`config.mk`:
```
export PLATFORM = sky130hd
export DESIGN_NAME = demorgan_sweep_ctrl_flat
export DESIGN_NICKNAME = d
export VERILOG_FILES = /design/src/rtl/demorgan_sweep_ctrl_if.sv /design/src/rtl/demorgan_sweep_ctrl.sv /design/src/flat_wrapper.sv
export SDC_FILE = /design/constraint.sdc
export NUM_CORES = 1
export LEC_CHECK = 0
export CAP_MARGIN = 10
export CORE_MARGIN = 4
export CORE_UTILIZATION = 40
export CTS_BUF_LIST = sky130_fd_sc_hd__clkbuf_16
export DETAILED_ROUTE_END_ITERATION = 10
export DONT_BUFFER_PORTS = 1
export MAX_ROUTING_LAYER = met4
export PLACE_DENSITY_LB_ADDON = 0.08
export SETUP_SLACK_MARGIN = 0.2
export SLEW_MARGIN = 10
export SYNTH_ARGS = -nofsm -noshare
export SYNTH_HDL_FRONTEND = slang
export SYNTH_SLANG_ARGS = --single-unit
```
`constraint.sdc`:
```
create_clock -name clk -period 2.75 [get_ports clk]
set_input_delay 0.275 -clock clk [delete_from_list [all_inputs] [get_ports clk]]
set_output_delay 0.275 -clock clk [all_outputs]
set_load 0.01 [all_outputs]
```
`src/rtl/demorgan_sweep_ctrl_if.sv`:
```
// Signal bundle between the De Morgan sweep controller, its test/status side
// and the gate block under test.
interface demorgan_sweep_ctrl_if;
  logic       start;
  logic       abort;
  logic       drv_a;
  logic       drv_b;
  logic       s_nand;
  logic       s_nanb;
  logic       s_nor;
  logic       s_nandnb;
  logic       busy;
  logic       done;
  logic       pass;
  logic [7:0] err_cnt;
  logic [1:0] fail_vec;
  logic       fail_valid;

  // Environment side: test/status requester plus the gate block outputs.
  modport master (
    output start, abort, s_nand, s_nanb, s_nor, s_nandnb,
    input  drv_a, drv_b, busy, done, pass, err_cnt, fail_vec, fail_valid
  );

  modport slave (
    input  start, abort, s_nand, s_nanb, s_nor, s_nandnb,
    output drv_a, drv_b, busy, done, pass, err_cnt, fail_vec, fail_valid
  );
endinterface

```
`src/rtl/demorgan_sweep_ctrl.sv`:
```
// Sweeps a two-input De Morgan gate block through all vectors, checks both
// identities plus golden values, and reports pass, error count and first failure.
module demorgan_sweep_ctrl #(
  parameter int unsigned SETTLE = 1,
  parameter int unsigned PASSES = 1
) (
  input logic                  clk,
  input logic                  rst_n,
  demorgan_sweep_ctrl_if.slave bus
);

  localparam logic [2:0] StIdle   = 3'd0;
  localparam logic [2:0] StDrive  = 3'd1;
  localparam logic [2:0] StSettle = 3'd2;
  localparam logic [2:0] StCheck  = 3'd3;
  localparam logic [2:0] StDone   = 3'd4;

  localparam logic [3:0] SettleCnt = 4'(SETTLE);
  localparam logic [7:0] PassesCnt = 8'(PASSES);

  logic [2:0] state_q, state_d;
  logic [1:0] vec_q, vec_d;
  logic [7:0] pass_cnt_q, pass_cnt_d;
  logic [3:0] settle_cnt_q, settle_cnt_d;
  logic [7:0] err_cnt_q, err_cnt_d;
  logic [1:0] fail_vec_q, fail_vec_d;
  logic       fail_valid_q, fail_valid_d;
  logic       pass_q, pass_d;
  logic       running;
  logic       mismatch;

  assign running = (state_q == StDrive) || (state_q == StSettle) || (state_q == StCheck);

  // Golden values come from vec_q, which is what drives the block during CHECK.
  assign mismatch = (bus.s_nand != bus.s_nanb) ||
                    (bus.s_nor  != bus.s_nandnb) ||
                    (bus.s_nand != ~(vec_q[1] & vec_q[0])) ||
                    (bus.s_nor  != ~(vec_q[1] | vec_q[0]));

  always_comb begin
    state_d      = state_q;
    vec_d        = vec_q;
    pass_cnt_d   = pass_cnt_q;
    settle_cnt_d = settle_cnt_q;
    err_cnt_d    = err_cnt_q;
    fail_vec_d   = fail_vec_q;
    fail_valid_d = fail_valid_q;
    pass_d       = pass_q;

    case (state_q)
      StIdle: begin
        if (bus.start && !bus.abort) begin
          state_d      = StDrive;
          vec_d        = 2'd0;
          pass_cnt_d   = 8'd0;
          err_cnt_d    = 8'd0;
          fail_vec_d   = 2'd0;
          fail_valid_d = 1'b0;
          pass_d       = 1'b0;
        end
      end
      StDrive: begin
        settle_cnt_d = SettleCnt;
        state_d      = (SettleCnt == 4'd0) ? StCheck : StSettle;
      end
      StSettle: begin
        settle_cnt_d = settle_cnt_q - 4'd1;
        if (settle_cnt_q <= 4'd1) begin
          state_d = StCheck;
        end
      end
      StCheck: begin
        if (mismatch) begin
          if (err_cnt_q != 8'hff) begin
            err_cnt_d = err_cnt_q + 8'd1;
          end
          if (!fail_valid_q) begin
            fail_vec_d   = vec_q;
            fail_valid_d = 1'b1;
          end
        end
        vec_d   = vec_q + 2'd1;
        state_d = StDrive;
        if (vec_q == 2'd3) begin
          pass_cnt_d = pass_cnt_q + 8'd1;
          if (pass_cnt_q + 8'd1 == PassesCnt) begin
            state_d = StDone;
            pass_d  = (err_cnt_d == 8'd0);
          end
        end
      end
      StDone: begin
        state_d = StIdle;
      end
      default: begin
        state_d = StIdle;
      end
    endcase

    // Abort overrides the sequencing but keeps whatever was just recorded.
    if (running && bus.abort) begin
      state_d = StIdle;
      pass_d  = 1'b0;
    end
  end

  always_ff @(posedge clk or negedge rst_n) begin
    if (!rst_n) begin
      state_q      <= StIdle;
      vec_q        <= 2'd0;
      pass_cnt_q   <= 8'd0;
      settle_cnt_q <= 4'd0;
      err_cnt_q    <= 8'd0;
      fail_vec_q   <= 2'd0;
      fail_valid_q <= 1'b0;
      pass_q       <= 1'b0;
    end else begin
      state_q      <= state_d;
      vec_q        <= vec_d;
      pass_cnt_q   <= pass_cnt_d;
      settle_cnt_q <= settle_cnt_d;
      err_cnt_q    <= err_cnt_d;
      fail_vec_q   <= fail_vec_d;
      fail_valid_q <= fail_valid_d;
      pass_q       <= pass_d;
    end
  end

  assign bus.drv_a      = running & vec_q[1];
  assign bus.drv_b      = running & vec_q[0];
  assign bus.busy       = running;
  assign bus.done       = (state_q == StDone);
  assign bus.pass       = pass_q;
  assign bus.err_cnt    = err_cnt_q;
  assign bus.fail_vec   = fail_vec_q;
  assign bus.fail_valid = fail_valid_q;

endmodule

```
`src/flat_wrapper.sv`:
```
// flat-port wrapper written by rule: the top's interface ports become plain ports
module demorgan_sweep_ctrl_flat 
#(
  parameter int unsigned SETTLE = 1,
  parameter int unsigned PASSES = 1
)
  (clk, rst_n, bus_start, bus_abort, bus_s_nand, bus_s_nanb, bus_s_nor, bus_s_nandnb, bus_drv_a, bus_drv_b, bus_busy, bus_done, bus_pass, bus_err_cnt, bus_fail_vec, bus_fail_valid);
  demorgan_sweep_ctrl_if bus_i ();
  input logic clk;
  input logic rst_n;
  input wire logic [$bits(bus_i.start)-1:0] bus_start;
  input wire logic [$bits(bus_i.abort)-1:0] bus_abort;
  input wire logic [$bits(bus_i.s_nand)-1:0] bus_s_nand;
  input wire logic [$bits(bus_i.s_nanb)-1:0] bus_s_nanb;
  input wire logic [$bits(bus_i.s_nor)-1:0] bus_s_nor;
  input wire logic [$bits(bus_i.s_nandnb)-1:0] bus_s_nandnb;
  output wire logic [$bits(bus_i.drv_a)-1:0] bus_drv_a;
  output wire logic [$bits(bus_i.drv_b)-1:0] bus_drv_b;
  output wire logic [$bits(bus_i.busy)-1:0] bus_busy;
  output wire logic [$bits(bus_i.done)-1:0] bus_done;
  output wire logic [$bits(bus_i.pass)-1:0] bus_pass;
  output wire logic [$bits(bus_i.err_cnt)-1:0] bus_err_cnt;
  output wire logic [$bits(bus_i.fail_vec)-1:0] bus_fail_vec;
  output wire logic [$bits(bus_i.fail_valid)-1:0] bus_fail_valid;
  assign bus_i.start = bus_start;
  assign bus_i.abort = bus_abort;
  assign bus_i.s_nand = bus_s_nand;
  assign bus_i.s_nanb = bus_s_nanb;
  assign bus_i.s_nor = bus_s_nor;
  assign bus_i.s_nandnb = bus_s_nandnb;
  assign bus_drv_a = bus_i.drv_a;
  assign bus_drv_b = bus_i.drv_b;
  assign bus_busy = bus_i.busy;
  assign bus_done = bus_i.done;
  assign bus_pass = bus_i.pass;
  assign bus_err_cnt = bus_i.err_cnt;
  assign bus_fail_vec = bus_i.fail_vec;
  assign bus_fail_valid = bus_i.fail_valid;
  demorgan_sweep_ctrl #(.SETTLE(SETTLE), .PASSES(PASSES)) u_core (.clk(clk), .rst_n(rst_n), .bus(bus_i));
endmodule
```
==> results.py, run 1 <==
metrics = {
    "place": {
        "dp_cells": 258,
        "dp_hpwl_um": 3080,
        "pre_cts_ws_ns": 0.284,
        "numPortBuffers": 0,
        "dpl_cell_area_sq_mm": 0.00187,
        "gp_congestion": 0.895,
    },
    "die": {
        "dieWidth_um": 76.2,
        "start_util": 0.421,
        "ios": 24,
        "die_y_um": 76.2,
        "coreArea_sq_mm": 0.00441,
        "dieArea_sq_mm": 0.00581,
        "rows": 24,
    },
    "clocking": {
        "cts.htree.levels": 2,
        "clock_latency_ns": 0.27,
        "cts_tree": "yes",
        "root_buffer": "clkbuf_16",
        "cts.clk_slew.worst_paths_ns": 0.05,
        "cts_max_path_buffers": 2,
        "cts.sinks": 29,
        "cts_buffers": 5,
    },
    "detailed_routing": {
        "first_pass_iters": 4,
        "routed_wl_um": 4500,
        "vias_per_cell": 6.03,
        "wl_per_cell_um": 16.7,
        "vias": 1623,
        "postRouteAntennaNets": 0,
        "drc": 0,
        "initialDrtViolationCount": 70,
    },
    "sta": {
        "setup_ws_ns": 0.366,
        "min_period_ns": 2.38,
        "hold_viol_final": 0,
        "relSlewSlack": 0.605,
        "skew_ns": 0.00352,
        "grt_setup_unrepaired": "false",
        "worstMarginPinSlew_ns": 0.592,
        "fin_crit_sh": 0.867,
        "tns_ns": 0,
        "max_freq_mhz": 419,
        "slew_violations": 0,
        "setup_violations": 0,
        "holdWs_ns": 0.0711,
    },
    "setup_path": {
        "reg2reg_to": "u_core.bus.pass",
        "path_max_fanout": 6,
        "path_cells": "ha_1 -> and3_4 -> and3_4 -> or3_1 -> a2111o_1 -> o21a_1 -> o31ai_1",
        "cpMostUsedCell": "and3_4",
        "start_kind": "flop",
        "reg2regPathDepth": 7,
        "regToRegSetupSlack_ns": 0.37,
        "crit_type": "reg2reg",
        "crit_buf_inv": 0,
        "end_kind": "flop",
        "cp.required_ns": 2.93,
        "critPathMaxStageDelay_ns": 0.48,
        "crit_family": "compound AO/OA/AOI/OAI gates",
        "worstReg2RegStart": "u_core.pass_cnt_q[0]",
        "worstPathArrival_ns": 2.56,
        "cpMaxStageDelayCell": "a2111o_1",
    },
    "yosys": {
        "yosys.area_share.adder": 0.0471,
        "synth_cells": 220,
        "synth_top_family_by_area": "simple AND/OR/NAND/NOR gates",
        "ys_ff_latch": 29,
        "synth_area_leaders": "dfrtp_1 39%, o21ai_0 5.9%, ha_1 4.7%",
        "yosysSeqAreaShare": 0.390,
        "synth_xor_area_frac": 0.0141,
        "syn_avg_cell_area_sq_um": 8.46,
        "synth_fp_nets": 235,
        "synth_compound_area_frac": 0.244,
        "synth_mux_area_frac": 0.00538,
        "synth_cell_types": 49,
        "syn_area_sq_mm": 0.00186,
        "yosys.area_share.simple": 0.250,
        "yosys_warnings": 0,
        "synth.largest_area_cell": "dfrtp_1",
        "synth_top_area_frac": 0.390,
    },
    "outcome": {
        "status": "completed",
    },
    "finish": {
        "multi_input_area_sq_mm": 0.00106,
        "fillers": 426,
        "area_delta_synth_final_pct": 10.9,
        "finish.utilization": 0.467,
        "layout.nets": 232,
        "drive_gt1_frac": 0.0829,
        "finalInstanceArea_sq_mm": 0.00206,
        "antenna_cells": 0,
        "fin_cells": 269,
        "ff_latch_area_sq_um": 727,
    },
    "power": {
        "p_leak_nw": 0.833,
        "finalPower_mw": 1.37,
        "vdd_drop_max_mv": 0.250,
        "power_per_cell_area_mw_per_mm2": 664,
    },
    "global_route": {
        "grt_pass1_wl_um": 7520,
        "antenna_found_initial": 0,
        "grt_max_degree": 30,
        "grt.overflow.total": 0,
        "grt_util_all_layers": 0.162,
        "grt_pass1_vias": 1535,
    },
    "hold_path": {
        "holdPathEnd": "u_core.state_q[2]",
        "hold_start": "bus_abort",
        "hold_depth": 1,
        "hp-class": "in2reg",
    },
    "run": {
        "cap_violations": 0,
    },
}
## synth_stat cells (all sizes together)
library cell  count
o22ai             1
xnor2             2
and4              1
o21a              1
o21ai            22
and2              3
and4b             1
dfrtp            29
nor4              3
xor2              1
nand3            12
o41ai             1
nor2b             1
mux2i             1
nor4b             3
a21o              1
o2111a            1
nor3             11
inv               8
o21bai            2
nand2            20
or3b              1
ha                7
a32o              1
a22oi             3
o211ai            2
and3              4
a2111o            1
a22o              1
nand4             3
clkbuf           13
nand3b            2
a211oi            1
or2               1
nand2b            1
a41oi             2
or3               3
o31ai             8
nor2             19
buf               2
a31oi             4
o221ai            1
a21oi            14
o22a              1
## worst max path at each step
stage,start,to,slack [ns],cells past startpoint
2_1_floorplan,u_core.pass_cnt_q[0],u_core.bus.pass,0.54,7
3_3_place_gp,u_core.vec_q[0],u_core.bus.pass,0.44,7
3_5_place_dp,u_core.vec_q[0],u_core.bus.pass,0.28,7
4_1_cts,u_core.vec_q[0],u_core.bus.pass,0.27,7
5_1_grt,u_core.pass_cnt_q[0],u_core.bus.pass,0.24,7
6_report,u_core.pass_cnt_q[0],u_core.bus.pass,0.37,7
## sequential cells by signal, indices dropped and copies added, names as in the netlist
name	flops
u_core.vec_q	2
u_core.state_q	3
u_core.bus.pass	1
u_core.settle_cnt_q	4
u_core.bus.fail_valid	1
u_core.bus.err_cnt	8
u_core.pass_cnt_q	8
u_core.bus.fail_vec	2
## logic make-up (layout without fill, tap and decap cells)
group                      after synthesis  count (layout)
and+or+nand+nor                         89              89
DFF                                     29              29
xor gates and xnor gates                 3               3
AOI/OAI and AO/OA                       68              68
muxes                                    1               1
adders and majority gates                7               7
buffers and inverters                   23              20
## metal layers
layer | track usage | vias to the layer above | share of wire
met5 | - | - | 0
met4 | 0.0612 | 0 | 0.014
met3 | 0.0626 | 6 | 0.061
met2 | 0.233 | 38 | 0.44
met1 | 0.207 | 776 | 0.48
li1 | - | 803 | -
## report_power, final
part	total [mW]	internal, mW	switching (mW)
registers	0.576	0.483	0.0932
clock network	0.497	0.322	0.175
logic	0.297	0.121	0.176
## final cells by class
cell class,count,area share
Sequential cell,29,0.352
Multi-Input combinational cell,168,0.512
Clock buffer,5,0.0606
Timing Repair Buffer,5,0.0255
Clock inverter,2,0.00364
Tap cell,52,0.0315
Inverter,8,0.0146
## cells in the final DEF, fill, tap and decap left out, types with 4 or more instances in the layout
cell type	Yosys	layout
ha_1	7	6
o21ai_0	22	22
o31ai_1	8	8
nand2_1	20	20
nand3_1	12	12
dfrtp_1	29	28
a31oi_1	4	4
nor3_1	11	11
a21oi_1	14	14
inv_1	8	9
clkbuf_16	0	5
nor2_1	19	19
## timing repair
action	CTS	global route
endpoints found under the setup margin	0	1
buffers inserted	0	2
resized for setup	0	3
hold endpoints to repair	29	0
hold buffers	2	0
## worst register-to-register path: stages (launching register included)
cell	delay, ns
dfrtp_1	0.42
ha_1	0.28
and3_4	0.18
and3_4	0.19
or3_1	0.31
a2111o_1	0.48
o21a_1	0.19
o31ai_1	0.24
Power figures use the tool's default switching activity.
==> run 2, diff against run 1 <==
--- a/config.mk
+++ b/config.mk
@@ -5,6 +5,7 @@
 export SDC_FILE = /design/constraint.sdc
 export NUM_CORES = 1
 export LEC_CHECK = 0
+export ABC_CLOCK_PERIOD_IN_PS = 2750
 export CAP_MARGIN = 10
 export CORE_MARGIN = 4
 export CORE_UTILIZATION = 40
==> results of run 2 <==
The final DEF is identical to that of run 1; final timing and power are the same.
==> run 3, diff against run 2 <==
--- a/config.mk
+++ b/config.mk
@@ -14,6 +14,7 @@
 export DONT_BUFFER_PORTS = 1
 export MAX_ROUTING_LAYER = met4
 export PLACE_DENSITY_LB_ADDON = 0.08
+export RECOVER_POWER = 25
 export SETUP_SLACK_MARGIN = 0.2
 export SLEW_MARGIN = 10
 export SYNTH_ARGS = -nofsm -noshare
==> run 3 against run 2 <==
The run now ends with capacitance limit, slew limit left; combinational power is essentially flat; critical path depth is the same; highest routed layer unchanged; clock skew grew 0.0011 ns; largest cell class unchanged; worst hold slack lost 0.00092 ns; critical endpoint unchanged; count of clock-buffer cells in the layout is the same; die area is the same; non-clock buffer count is the same.
==> results.py, run 3 (same netlist as run 1, synthesis figures left out) <==
metrics = {
    "finish": {
        "layout_common_cells": "28 x dfrtp_1, 22 x o21ai_0, 20 x nand2_1, 19 x nor2_1, 14 x a21oi_1",
        "finish.utilization": 0.464,
        "drive_gt1_frac": 0.0783,
        "finalInstanceArea_sq_mm": 0.00205,
        "antenna_cells": 0,
        "layout_commonest_cell": "dfrtp_1",
        "area_delta_synth_final_pct": 10.0,
        "fillers": 429,
        "layout.nets": 232,
    },
    "global_route": {
        "grt_pass1_vias": 1535,
        "grt.overflow.total": 0,
        "antenna_found_initial": 0,
        "grt_max_degree": 30,
        "grt_util_all_layers": 0.162,
        "grt_pass1_wl_um": 7520,
    },
    "sta": {
        "tns_ns": 0,
        "setup_violations": 0,
        "fin_crit_sh": 0.867,
        "grt_setup_unrepaired": "false",
        "relSlewSlack": -0.0680,
        "worstMarginPinSlew_ns": 1.60,
        "max_freq_mhz": 419,
        "skew_ns": 0.00460,
        "min_period_ns": 2.38,
        "slew_violations": 30,
        "hold_viol_final": 0,
        "holdWs_ns": 0.0702,
    },
    "detailed_routing": {
        "drc": 0,
        "first_pass_iters": 4,
        "initialDrtViolationCount": 80,
        "vias": 1627,
        "routed_wl_um": 4490,
        "postRouteAntennaNets": 0,
        "vias_per_cell": 6.05,
        "wl_per_cell_um": 16.7,
    },
    "die": {
        "dieArea_sq_mm": 0.00581,
        "die_y_um": 76.2,
        "ios": 24,
        "start_util": 0.421,
        "coreArea_sq_mm": 0.00441,
        "rows": 24,
        "dieWidth_um": 76.2,
    },
    "clocking": {
        "cts_max_path_buffers": 2,
        "root_buffer": "clkbuf_16",
        "cts_buffers": 5,
        "cts.clk_slew.worst_paths_ns": 0.05,
        "cts.htree.levels": 2,
        "cts_tree": "yes",
        "clock_latency_ns": 0.27,
        "cts.sinks": 29,
    },
    "setup_path": {
        "cp.required_ns": 2.93,
        "crit_buf_inv": 0,
        "start_kind": "flop",
        "crit_family": "compound AO/OA/AOI/OAI gates",
        "cpMostUsedCell": "and3_4",
        "worstPathArrival_ns": 2.56,
        "path_max_fanout": 6,
        "crit_type": "reg2reg",
        "critPathMaxStageDelay_ns": 0.48,
        "end_kind": "flop",
        "cpMaxStageDelayCell": "a2111o_1",
        "path_cells": "ha_1 -> and3_4 -> and3_4 -> or3_1 -> a2111o_1 -> o21a_1 -> o31ai_1",
    },
    "run": {
        "cap_violations": 1,
    },
    "power": {
        "power_per_cell_area_mw_per_mm2": 670,
        "vdd_drop_max_mv": 0.250,
        "p_leak_nw": 0.825,
    },
    "outcome": {
        "violations": "capacitance limit, slew limit",
        "status": "finished, violations left",
    },
    "place": {
        "gp_congestion": 0.895,
        "dpl_cell_area_sq_mm": 0.00187,
        "numPortBuffers": 0,
        "dp_hpwl_um": 3080,
    },
    "hold_path": {
        "hp-class": "in2reg",
    },
}
==> run 3: cell types whose count changed in the layout (fill, tap and decap cells not counted) <==
cell and delta:
clkbuf_1 +1, buf_12 -1
==> run 3: metrics by stage <==
| stage | total power [mW] | worst slack [ns] | instances |
|---|---|---|---|
| 6_report | 1.37 | 0.365 | 269 |
| 5_1_grt | 1.45 | 0.237 | 269 |
| 4_1_cts | 1.38 | 0.274 | 267 |
| 3_5_place_dp | 0.856 | 0.284 | 258 |
| 3_3_place_gp | 0.842 | 0.439 | 258 |
| 2_1_floorplan | 0.789 | 0.545 | 220 |
==> run 3: path summary, 6_finish.rpt <==
check / end / from / slack (ns) / depth (start not counted)
max: u_core.bus.pass / u_core.pass_cnt_q[0] / 0.37 / 7
min: u_core.state_q[0] / bus_abort / 0.07 / 1
max reg2reg: u_core.bus.pass / u_core.pass_cnt_q[0] / 0.37 / 7
min reg2reg: u_core.pass_cnt_q[7] / u_core.pass_cnt_q[7] / 0.55 / 1
max in group asynchronous: u_core.vec_q[0] / rst_n / 0.70 / 2
min in group asynchronous: u_core.state_q[0] / rst_n / 1.01 / 2
==> run 3: what timing repair did <==
action	CTS	global route
hold buffers	2	0
buffers inserted	0	2
endpoints found under the setup margin	0	1
endpoints found under the hold margin	29	0
resized for setup	0	3
==> run 3: final cells by class <==
class | count | area, sq um | area share
inverter | 8 | 30.0 | 0.0147
tap | 52 | 65.1 | 0.0318
clock inverter | 2 | 7.51 | 0.00367
sequential | 29 | 727 | 0.355
multi-input combinational | 168 | 1060 | 0.516
clock buffer | 5 | 125 | 0.0611
timing repair buffer | 5 | 36.3 | 0.0177
==> run 3: metal layers <==
layer | wire [um] | global-route usage
met1 | 2220 | 0.207
met2 | 1940 | 0.233
met3 | 264 | 0.0626
met4 | 62 | 0.0612
met5 | 0 | -
==> run 3: where the power goes <==
group	switching [mW]	internal [mW]	total, mW
combinational	0.176	0.119	0.294
clock	0.179	0.322	0.501
sequential	0.0934	0.483	0.576
